File: src/rtl/melody_pkg.sv
`default_nettype none
// ============================================================================
// Module      : melody_pkg
// Description : Shared definitions for the melody sequencer family. Contains
//               pitch codes, the note frequency table, the half-period helper,
//               the note word layout and the sequencer FSM state encoding.
// Revision    : 1.0 - initial release
// ============================================================================
package melody_pkg;

  // Note word layout: {pitch[PITCH_W-1:0], dur[DUR_W-1:0]}. The duration
  // field sits in the LSBs, and the pitch field sits immediately above it.
  localparam int PITCH_W = 4;

  // Pitch codes. Codes 14 and 15 are also treated as rests.
  localparam logic [3:0] P_REST = 4'd0;
  localparam logic [3:0] P_C4   = 4'd1;
  localparam logic [3:0] P_CS4  = 4'd2;
  localparam logic [3:0] P_D4   = 4'd3;
  localparam logic [3:0] P_DS4  = 4'd4;
  localparam logic [3:0] P_E4   = 4'd5;
  localparam logic [3:0] P_F4   = 4'd6;
  localparam logic [3:0] P_FS4  = 4'd7;
  localparam logic [3:0] P_G4   = 4'd8;
  localparam logic [3:0] P_GS4  = 4'd9;
  localparam logic [3:0] P_A4   = 4'd10;
  localparam logic [3:0] P_AS4  = 4'd11;
  localparam logic [3:0] P_B4   = 4'd12;
  localparam logic [3:0] P_C5   = 4'd13;

  // Frequency table in Hz; 0 marks a rest code.
  function automatic int note_freq_hz(input logic [3:0] code);
    case (code)
      P_REST:  return 0;
      P_C4:    return 262;
      P_CS4:   return 277;
      P_D4:    return 294;
      P_DS4:   return 311;
      P_E4:    return 330;
      P_F4:    return 349;
      P_FS4:   return 370;
      P_G4:    return 392;
      P_GS4:   return 415;
      P_A4:    return 440;
      P_AS4:   return 466;
      P_B4:    return 494;
      P_C5:    return 523;
      default: return 0;
    endcase
  endfunction

  // Tone half-period in clock cycles (truncated); 0 for rests.
  function automatic int half_period(input int clk_hz, input logic [3:0] code);
    int f;
    f = note_freq_hz(code);
    if (f == 0) return 0;
    return clk_hz / (2 * f);
  endfunction

  function automatic logic is_rest(input logic [3:0] code);
    return (note_freq_hz(code) == 0);
  endfunction

  typedef enum logic [1:0] {
    S_IDLE  = 2'd0,
    S_FETCH = 2'd1,
    S_PLAY  = 2'd2
  } state_t;

endpackage
`default_nettype wire

File: src/rtl/tone_gen.sv
`default_nettype none
// ============================================================================
// Module      : tone_gen
// Description : Square-wave tone generator. Counts 0..half_period-1 while
//               enabled and toggles the output at each wrap. clr has priority
//               and returns both the counter and the output to 0.
// Ports       : clk, rst_n (async, active-low), en, clr,
//               half_period[HP_W-1:0] (must be >= 2 when enabled),
//               wave (registered square wave)
// Revision    : 1.0 - initial release
// ============================================================================
module tone_gen #(
  parameter int HP_W = 16
) (
  input  logic            clk,
  input  logic            rst_n,
  input  logic            en,
  input  logic            clr,
  input  logic [HP_W-1:0] half_period,
  output logic            wave
);

  logic [HP_W-1:0] cnt;

  always_ff @(posedge clk or negedge rst_n) begin
    if (!rst_n) begin
      cnt  <= '0;
      wave <= 1'b0;
    end else if (clr) begin
      cnt  <= '0;
      wave <= 1'b0;
    end else if (en) begin
      if (cnt == half_period - HP_W'(1)) begin
        cnt  <= '0;
        wave <= ~wave;
      end else begin
        cnt <= cnt + HP_W'(1);
      end
    end
  end

endmodule
`default_nettype wire

File: src/rtl/melody_sequencer.sv
`default_nettype none
// ============================================================================
// Module      : melody_sequencer
// Description : Programmable melody player. A sequence RAM holds note words
//               {pitch, dur}; an FSM fetches each word and drives a tone
//               generator for (dur+1)*TICK_CYCLES cycles, with optional
//               silent articulation gap, one-shot or loop playback and stop.
// Ports       : clk, rst_n (async, active-low)
//               wr_en/wr_addr/wr_data : sequence RAM write port
//               seq_len  : number of valid words, sampled on start
//               loop_en  : wrap to word 0 at end of sequence
//               start/stop : single-cycle control requests
//               speaker  : registered square wave
//               busy     : high while not idle
//               note_idx : index of the word currently playing
//               done     : one-cycle pulse at end of a one-shot sequence
// Revision    : 1.0 - initial release
// ============================================================================
module melody_sequencer
  import melody_pkg::*;
#(
  parameter int CLK_HZ      = 12000000,
  parameter int TICK_CYCLES = 12000,
  parameter int SEQ_AW      = 5,
  parameter int DUR_W       = 3,
  parameter int GAP_CYCLES  = 0
) (
  input  logic                     clk,
  input  logic                     rst_n,
  input  logic                     wr_en,
  input  logic [SEQ_AW-1:0]        wr_addr,
  input  logic [PITCH_W+DUR_W-1:0] wr_data,
  input  logic [SEQ_AW:0]          seq_len,
  input  logic                     loop_en,
  input  logic                     start,
  input  logic                     stop,
  output logic                     speaker,
  output logic                     busy,
  output logic [SEQ_AW-1:0]        note_idx,
  output logic                     done
);

  localparam int WORD_W = PITCH_W + DUR_W;
  localparam int DEPTH  = 2 ** SEQ_AW;
  localparam int DUR_PW = $clog2((2 ** DUR_W) * TICK_CYCLES);
  // Lowest note has the longest half-period.
  localparam int HP_W   = $clog2(CLK_HZ / (2 * note_freq_hz(P_C4)) + 1);

  // --------------------------------------------------------------------------
  // Elaboration-time half-period table and parameter checks
  // --------------------------------------------------------------------------
  logic [HP_W-1:0] hp_tab [16];

  for (genvar c = 0; c < 16; c++) begin : g_hp
    localparam int HP = half_period(CLK_HZ, 4'(c));
    if (HP != 0 && HP < 2) begin : g_hp_too_small
      $error("melody_sequencer: half-period below 2 for pitch code %0d", c);
    end
    assign hp_tab[c] = HP_W'(HP);
  end

  if (GAP_CYCLES >= TICK_CYCLES) begin : g_gap_check
    $error("melody_sequencer: GAP_CYCLES must be smaller than TICK_CYCLES");
  end

  // --------------------------------------------------------------------------
  // Sequence RAM. The read register only loads during FETCH, so it doubles as
  // the latched word for the whole PLAY phase. Read-first on collision.
  // --------------------------------------------------------------------------
  logic [WORD_W-1:0] mem [DEPTH];
  logic [WORD_W-1:0] cur_word;
  state_t            state, state_n;

  always_ff @(posedge clk) begin
    if (wr_en) mem[wr_addr] <= wr_data;
    if (state == S_FETCH) cur_word <= mem[note_idx];
  end

  logic [PITCH_W-1:0] cur_pitch;
  logic [DUR_W-1:0]   cur_dur;
  assign cur_pitch = cur_word[DUR_W +: PITCH_W];
  assign cur_dur   = cur_word[DUR_W-1:0];

  // --------------------------------------------------------------------------
  // Duration bookkeeping
  // --------------------------------------------------------------------------
  logic [DUR_PW-1:0] dur_cnt, dur_n, dur_units, note_last;
  logic              gap_hit;

  assign dur_units = DUR_PW'({1'b0, cur_dur} + (DUR_W+1)'(1));
  assign note_last = dur_units * DUR_PW'(TICK_CYCLES) - DUR_PW'(1);
  // Asserted one cycle ahead of the gap so the registered output is already
  // silent on the first gap cycle. note_last >= TICK_CYCLES-1 >= GAP_CYCLES.
  assign gap_hit   = (dur_cnt >= note_last - DUR_PW'(GAP_CYCLES));

  // --------------------------------------------------------------------------
  // FSM
  // --------------------------------------------------------------------------
  logic [SEQ_AW-1:0] idx_n;
  logic [SEQ_AW:0]   len, len_n;
  logic              done_n;

  always_ff @(posedge clk or negedge rst_n) begin
    if (!rst_n) begin
      state    <= S_IDLE;
      note_idx <= '0;
      len      <= '0;
      dur_cnt  <= '0;
      done     <= 1'b0;
    end else begin
      state    <= state_n;
      note_idx <= idx_n;
      len      <= len_n;
      dur_cnt  <= dur_n;
      done     <= done_n;
    end
  end

  always_comb begin
    state_n = state;
    idx_n   = note_idx;
    len_n   = len;
    dur_n   = dur_cnt;
    done_n  = 1'b0;

    case (state)
      S_IDLE: begin
        idx_n = '0;
        dur_n = '0;
        if (start && !stop && seq_len != '0) begin
          len_n   = seq_len;
          state_n = S_FETCH;
        end
      end
      S_FETCH: begin
        dur_n   = '0;
        state_n = S_PLAY;
      end
      S_PLAY: begin
        if (dur_cnt == note_last) begin
          dur_n = '0;
          if (({1'b0, note_idx} + (SEQ_AW+1)'(1)) < len) begin
            idx_n   = note_idx + SEQ_AW'(1);
            state_n = S_FETCH;
          end else if (loop_en) begin
            idx_n   = '0;
            state_n = S_FETCH;
          end else begin
            idx_n   = '0;
            state_n = S_IDLE;
            done_n  = 1'b1;
          end
        end else begin
          dur_n = dur_cnt + DUR_PW'(1);
        end
      end
      default: begin
        state_n = S_IDLE;
      end
    endcase

    // Abort wins over start and over end-of-note.
    if (stop && state != S_IDLE) begin
      state_n = S_IDLE;
      idx_n   = '0;
      dur_n   = '0;
      done_n  = 1'b0;
    end
  end

  assign busy = (state != S_IDLE);

  // --------------------------------------------------------------------------
  // Tone output. Cleared on entry to PLAY, on every exit from PLAY, for rest
  // codes and through the articulation gap.
  // --------------------------------------------------------------------------
  logic tone_clr;
  assign tone_clr = (state != S_PLAY) || (state_n != S_PLAY) ||
                    is_rest(cur_pitch) || gap_hit;

  tone_gen #(
    .HP_W (HP_W)
  ) u_tone (
    .clk         (clk),
    .rst_n       (rst_n),
    .en          (state == S_PLAY),
    .clr         (tone_clr),
    .half_period (hp_tab[cur_pitch]),
    .wave        (speaker)
  );

endmodule
`default_nettype wire

File: config.mk
export PLATFORM = sky130hd
export DESIGN_NAME = melody_sequencer
export DESIGN_NICKNAME = d
export VERILOG_FILES = /design/src/rtl/melody_pkg.sv /design/src/rtl/tone_gen.sv /design/src/rtl/melody_sequencer.sv
export SDC_FILE = /design/constraint.sdc
export NUM_CORES = 1
export LEC_CHECK = 0
export ABC_CLOCK_PERIOD_IN_PS = 5700
export CORE_UTILIZATION = 40
export DETAILED_ROUTE_END_ITERATION = 7
export DONT_BUFFER_PORTS = 1
export PLACE_DENSITY = 0.67
export SLEW_MARGIN = 20
export SYNTH_ARGS = -nofsm -noshare
export SYNTH_HDL_FRONTEND = slang
export SYNTH_SLANG_ARGS = --single-unit
File: constraint.sdc
create_clock -name clk -period 5.7 [get_ports clk]
set_clock_uncertainty 0.1 [all_clocks]
set_input_delay 1.14 -clock clk [delete_from_list [all_inputs] [get_ports clk]]
set_output_delay 1.14 -clock clk [all_outputs]
set_load 0.1 [all_outputs]
Word-level counts from Yosys, hierarchy flattened
Memory sizes are Yosys's and may differ from the RTL's. A register that Yosys moved wholly into a read port is not among the register bits.
Cells that the tools add are included.
{"block": "totals", "ff_bits": 47, "ramBits": 224, "rom_bits": 400, "inputBits": 24, "output_inout_bits": 8, "elab_cells": 77, "memories": 3}
{"block": "classes", "n_addsub": 7, "n_mul": 1, "order_cmp": 3, "n_eq_ne": 7, "muxes": 28, "bitwise": 2, "reduce_logical": 19}
{"name": "(no name shown)", "depth": 16, "word_bits": 15, "read_ports": 1, "rd_clocked_by_memory_dff": 0, "write_ports": 0, "line": "melody_sequencer.sv:188", "rtl": ".half_period (hp_tab[cur_pitch]),"}
{"name": "mem", "depth": 32, "word_bits": 7, "read_ports": 1, "rd_clocked_by_memory_dff": 1, "write_ports": 1, "line": "melody_sequencer.sv:70", "rtl": "logic [WORD_W-1:0] mem [DEPTH];"}
{"name": "(no name shown)", "depth": 16, "word_bits": 10, "read_ports": 1, "rd_clocked_by_memory_dff": 0, "write_ports": 0, "line": "melody_pkg.sv:33", "rtl": "case (code)"}
{"op": "15-bit two-way mux", "count": 5}
{"op": "17-bit two-way mux", "count": 2}
{"op": "17-bit case mux with 2 select lines", "count": 1}
{"op": "32-bit zero test", "count": 1}
{"op": "17-bit by 1-bit adder with 17-bit output (second input constant)", "count": 1}
{"op": "17-bit equality test", "count": 1}
{"op": "17-bit >= comparator", "count": 1}
{"op": "17-bit by 1-bit subtractor with 17-bit output (second input constant)", "count": 1}
{"op": "15-bit by 1-bit adder with 15-bit output (second input constant)", "count": 1}
{"op": "15-bit equality test", "count": 1}
{"op": "5-bit two-way mux", "count": 3}
{"op": "15-bit by 1-bit subtractor with 15-bit output (second input constant)", "count": 1}
{"op": "4-bit by 9-bit multiplier with 12-bit output (second input constant)", "count": 1}
{"op": "1-bit two-way mux", "count": 12}
{"op": "5-bit case mux with 2 select lines", "count": 1}
{"op": "5-bit by 1-bit adder with 6-bit output (second input constant)", "count": 1}
{"op": "6-bit less-than comparator", "count": 1}
{"op": "2-bit two-way mux", "count": 3}
{"op": "2-bit case mux with 3 select lines", "count": 1}
{"op": "2-bit AND reduction", "count": 3}
{"op": "2-bit nonzero test", "count": 3}
{"op": "3-bit nonzero test", "count": 2}
{"op": "6-bit nonzero test", "count": 1}
{"op": "5-bit by 1-bit adder with 5-bit output (second input constant)", "count": 1}
{"op": "13 further kinds", "count": 18}

Logic depth before layout (Yosys ltp)
{"block": "logic_depth", "depth_word": 13, "ltp_mapped": 25, "ltp_nobuf": 24}

Modules after synthesis
Synthesis repeated with hierarchy kept, for this count alone.
{"block": "unflattened", "cells_unflattened": 908, "hier_area_um2": 13429.1}
{"module": "melody_sequencer", "n_inst": 1, "cells_per_inst": 741, "area_per_inst_um2": 11990.2, "seq_area_each_um2": 7712.4}
{"module": "tone_gen", "n_inst": 1, "cells_per_inst": 167, "area_per_inst_um2": 1438.9, "seq_area_each_um2": 400.4}

Least setup slack after synthesis
Ideal clock, no wire load.
{"block": "synth_path", "path_type": "register to register", "from": "reg cur_word[0] (read register of mem)", "to": "reg u_tone.cnt[2]", "setup_time_ns": 0.069, "arrival_time_ns": 5.751, "required_ns": 5.531, "setup_slack_ns": -0.221, "path_stages_with_launch": 26, "n_path_buf": 3, "period_less_slack_ns": 5.921, "cell_sequence": "edfxtp_1 > ha_1 > clkbuf_1 > xnor2_1 > ha_1 > or2_2 > fa_1 > ha_1 > clkbuf_1 > nor2b_1 > o21ai_0 > nand2b_1 > a221oi_1 > xnor2_1 > nor4_1 > nand3_1 > xnor3_1 > ha_1 > nand4_1 > nor4_1 > nor3_1 > o211ai_1 > a21oi_1 > o21ai_4 > buf_8 > nor2_2"}
{"block": "synth_between", "elab_chain_cells": 12, "elab_cells_between_ends": 14, "classes_between": "add/sub: 2; mul: 1; order compare: 1; eq/ne: 2; mux: 4; reduce/logical: 4"}
{"element": "from (decl)", "line": "melody_sequencer.sv:71", "rtl": "logic [WORD_W-1:0] cur_word;"}
{"element": "3-bit by 1-bit adder with 4-bit output (*)", "line": "melody_sequencer.sv:90", "rtl": "assign dur_units = DUR_PW'({1'b0, cur_dur} + (DUR_W+1)'(1));"}
{"element": "4-bit by 9-bit multiplier with 12-bit output (*)", "line": "melody_sequencer.sv:91", "rtl": "assign note_last = dur_units * DUR_PW'(TICK_CYCLES) - DUR_PW'(1);"}
{"element": "17-bit by 1-bit subtractor with 17-bit output (*)", "line": "melody_sequencer.sv:91"}
{"element": "17-bit equality test", "line": "melody_sequencer.sv:140", "rtl": "if (dur_cnt == note_last) begin"}
{"element": "2-bit two-way mux", "line": "melody_sequencer.sv:140"}
{"element": "2-bit case mux with 3 select lines", "line": "melody_sequencer.sv:126", "rtl": "case (state)"}
{"element": "2-bit two-way mux", "line": "melody_sequencer.sv:163", "rtl": "if (stop && state != S_IDLE) begin"}
{"element": "2-bit inequality test", "line": "melody_sequencer.sv:178", "rtl": "assign tone_clr = (state != S_PLAY) || (state_n != S_PLAY) ||"}
{"element": "1-bit logical OR (2 in series)", "line": "melody_sequencer.sv:178"}
{"element": "1-bit logical OR (*)", "line": "melody_sequencer.sv:179", "rtl": "is_rest(cur_pitch) || gap_hit;"}
{"element": "15-bit two-way mux or 2-bit nonzero test (tied branches)"}
{"element": "to (signal assigned)", "line": "tone_gen.sv:37", "rtl": "cnt <= cnt + HP_W'(1);"}
{"element": "to (decl)", "line": "tone_gen.sv:23", "rtl": "logic [HP_W-1:0] cnt;"}
Every way passes the cells marked *; elsewhere a longest branch is shown, timed or not.
A chain may end at the register's enable or synchronous reset.

Final worst setup path
{"block": "layout_path", "from": "reg cur_word[0] (read register of mem)", "to": "reg note_idx[2]"}
{"block": "layout_between", "elab_chain_cells": 6}
{"element": "3-bit by 1-bit adder with 4-bit output", "line": "melody_sequencer.sv:90"}
{"element": "4-bit by 9-bit multiplier with 12-bit output", "line": "melody_sequencer.sv:91"}
{"element": "17-bit by 1-bit subtractor with 17-bit output", "line": "melody_sequencer.sv:91"}
{"element": "17-bit equality test", "line": "melody_sequencer.sv:140"}
{"element": "3-bit inequality test (no source line)"}
{"element": "2-bit AND reduction (no source line)"}
{"element": "to (signal assigned)", "line": "melody_sequencer.sv:112", "rtl": "note_idx <= idx_n;"}
{"element": "to (decl)", "line": "melody_sequencer.sv:39", "rtl": "output logic [SEQ_AW-1:0] note_idx,"}
Every way passes these cells.

==> qor.txt <==
Outcome - finished clean
Seq cells post-synth - 278
Largest cells by area after synthesis - edfxtp_1 (52%), dfrtp_1 (8.9%), mux2i_1 (4.8%)
Clk sinks - 278
CP Class - register to register
Final instance area - 14800 µm²
Critical Path, Cell by Cell - inv_1 -> ha_1 -> inv_1 -> ha_1 -> or2_2 -> fa_1 -> ha_1 -> nor2b_1 -> o21ai_0 -> nand2b_1 -> a221oi_2 -> o21ai_1 -> xnor2_1 -> nand3_1 -> xnor3_1 -> ha_1 -> nand4_1 -> nor4_4 -> inv_1 -> or3_4 -> nor4_1 -> o21ai_0 -> o31ai_1
Initial Util - 40.7%
CORE AREA - 32600 µm²
Leak Pwr - 4.90 nW
H-tree levels - 1
Power density over cell area - 293 nW/µm²
Vias in the first global route - 8103
Sequential area share after synthesis - 61.1%
DP Area - 13800 µm²
Largest net degree at the start of global routing - 48
Post-Synthesis Cells - 996
Slowest-stage cell, CP - edfxtp_1
Tcrit/Tclk final - 93.8%
GRT Overall Usage - 16.8%
Filler instances - 2910
Buf+Inv Stages, Crit Path - 3
VDD IR max - 0.220 mV
First-pass GRT wire length - 44.1 mm
Syn_area_per_cell - 13.3 µm²
Initial antenna violation count - 0
Post-Synth Adder-Cell Area - 4.41%
Count of final setup violators - 0
Antenna-violating nets left - 0
Clk_lat worst skew - 0.57 ns
Worst hold path type - input pin to asynchronous set/reset pin
Post-synth ARST share - 16.9%
Clock-pin transition on the worst setup and hold timing paths - 0.06 ns
Layout cell share with drive strength beyond 1 - 13.4%
WP depth - 23
Top delay family on crit path - simple AND/OR/NAND/NOR gates
Complex-gate fraction of the synthesized area - 7.97%
IO Count - 32
Fin nets - 1071
Buffers on Ports - 0
CTS tree - built
DR pass1 iterations - 5
Vert. Die Dim - 184 µm
Remaining DRCs - 0
Slew Limit Headroom - 27.0%
Tmin final - 5.34 ns
Largest family of logic cells by synthesized area - simple AND/OR/NAND/NOR gates
DR vias - 7914
DP HPWL - 18.2 mm
Cell repeated most along the worst path - ha_1
Drt initial violations - 638
Register-to-Register Path Depth - 23
Crit path from - cur_word[0]
Final WS setup - 0.355 ns
Crit path max fanout - 5
EDFF count, synth - 231
Req. time, crit path - 6.04 ns
RSZ-0062 raised after global routing - no
Syn-to-layout area delta - 11.1%
Worst setup EP type - register
Slew Limit Fails - 0
Wirelength, routed - 27.9 mm
Max Cap Violations - 0
Synth warn - 0
Placed cell count - 1412
Rows - 66
Arr. time, crit path - 5.69 ns
R2r setup slk - 0.36 ns
Slew @ Worst Pin - 1.10 ns
Final hold viol count - 0
Unique masters post-synth - 65
Mapped Area - 13300 µm²
FF+latch area - 8120 µm²
Simple-Gate Fraction of Synth Area - 10.5%
WHS - 0.194 ns
Xor/xnor share of the synthesized area - 3.86%
CTS max path bufs - 3
Finished Layout Cells - 1466
CTS Buf Count - 28
Total gr overflow - 0
Ant diodes - 0
RR Startpoint - cur_word[0]
Multi-input gate area - 4930 µm²
Die Area - 33900 µm²
CP peak stage delay - 0.47 ns
Mux contribution to synthesized area - 9.91%
Hold_buf cts - 0
Synth area leader - edfxtp_1
Root Buffer - clkbuf_16
GPL Wtd Cong - 0.860
Fmax achieved - 0.187 GHz
Syn Nets - 1065
Pre-CTS setup slack - -0.0461 ns
Routed WL per cell - 19.0 µm
Vias/cell - 5.40
Post-synth top flop - edfxtp_1
Die Wd - 184 µm
Final Power - 0.00432 W
Post-synth top area share - 52.2%
CP Launch Type - register
==> per-stage QoR <==
| step | TNS [ns] | utilization (%) |
|---|---|---|
| global route | 0 | 45.2 |
| finish | 0 | 45.2 |
| detailed placement | -0.0461 | 42.3 |
| CTS | 0 | 45.1 |
| floorplan | 0 | - |
| global placement | 0 | 42.3 |
==> sequential cells by signal, summed over array words and instances, names as in the netlist <==
register and flops:
cur_word 7, done 1, dur_cnt 17, len 6, mem 224, note_idx 5, state 2, u_tone.cnt 15
u_tone.wave 1
==> timing repair <==
item	CTS	global route
pin swaps	1	8
endpoints found under the setup margin	2	30
resized for setup	1	10
buffers inserted	0	2
endpoints found under the hold margin	0	0
==> synthesized netlist by cell type (4+ instances only) <==
cell type,n
and3_1,9
o22ai_1,8
nand2b_1,10
a32o_1,4
xnor2_1,33
mux4_2,28
nand4_1,8
nor2_2,10
nor2b_1,8
nor4_1,7
or3_1,5
buf_1,8
edfxtp_1,231
nand3b_1,9
a21oi_1,25
nand2_1,68
a31oi_1,6
a21o_1,9
mux2i_1,64
nand3_1,19
mux2_2,4
buf_2,6
a211oi_1,4
or2_2,6
ha_1,42
o221ai_1,21
o21a_1,7
inv_1,30
o31ai_1,5
dfrtp_1,47
xor2_1,23
o21ai_0,49
nor3_1,10
nor2_1,102
clkbuf_1,26
==> report_power, final <==
part | internal, W | switching (W) | leakage (nW)
logic | 0.000127 | 0.000169 | 1.74
clock network | 0.000998 | 0.000774 | 0.437
registers | 0.00224 | 0.0000173 | 2.72
total | 0.00336 | 0.000961 | 4.90
==> logic make-up after synthesis <==
group,count (synthesis)
AOI/OAI and AO/OA,158
xor gates and xnor gates,57
adders and majority gates,45
buffers and inverters,73
DFF,278
muxes,96
and+or+nand+nor,289
==> cell usage in the layout, fill, tap and decap left out, types with 8 or more instances in the layout <==
master	synthesis	routed
o221ai_1	21	21
nor2_2	10	10
nand2b_1	10	10
nor2b_1	8	8
clkbuf_16	0	28
mux4_2	28	28
ha_1	42	41
nor3_1	10	9
xnor2_1	33	33
nand4_1	8	8
nor2_1	102	102
buf_4	0	19
nand3_1	19	18
edfxtp_1	231	231
clkinv_2	0	11
a21o_1	9	9
a21oi_1	25	24
o21ai_0	49	46
and3_1	9	9
o22ai_1	8	8
inv_1	30	29
nand2_1	68	67
xor2_1	23	23
nand3b_1	9	9
mux2i_1	64	64
dfrtp_1	47	43
==> area by class of cell <==
class / count / area share (%)
multi-input cells: 645 / 33.4
flip-flops and latches: 278 / 55.0
clock buffers: 31 / 4.82
repair buffers: 19 / 0.967
clock inverters: 21 / 1.26
well taps: 442 / 3.75
inverters: 30 / 0.763
==> final timing paths <==
path,end
max,note_idx[2]
min,dur_cnt[13]
max reg2reg,note_idx[2]
min reg2reg,len[0]
max in group asynchronous,u_tone.cnt[11]
min in group clk,len[0]
==> routing by layer <==
metal | vias up | part of all wire, % | global-route usage [%]
met5 | - | 0 | 0
met2 | 210 | 48 | 28.3
met4 | 0 | 3.1 | 5.70
met3 | 53 | 5.2 | 2.61
li1 | 3753 | - | -
met1 | 3898 | 44 | 22.0
No activity file was read; power rests on OpenSTA's default activity.
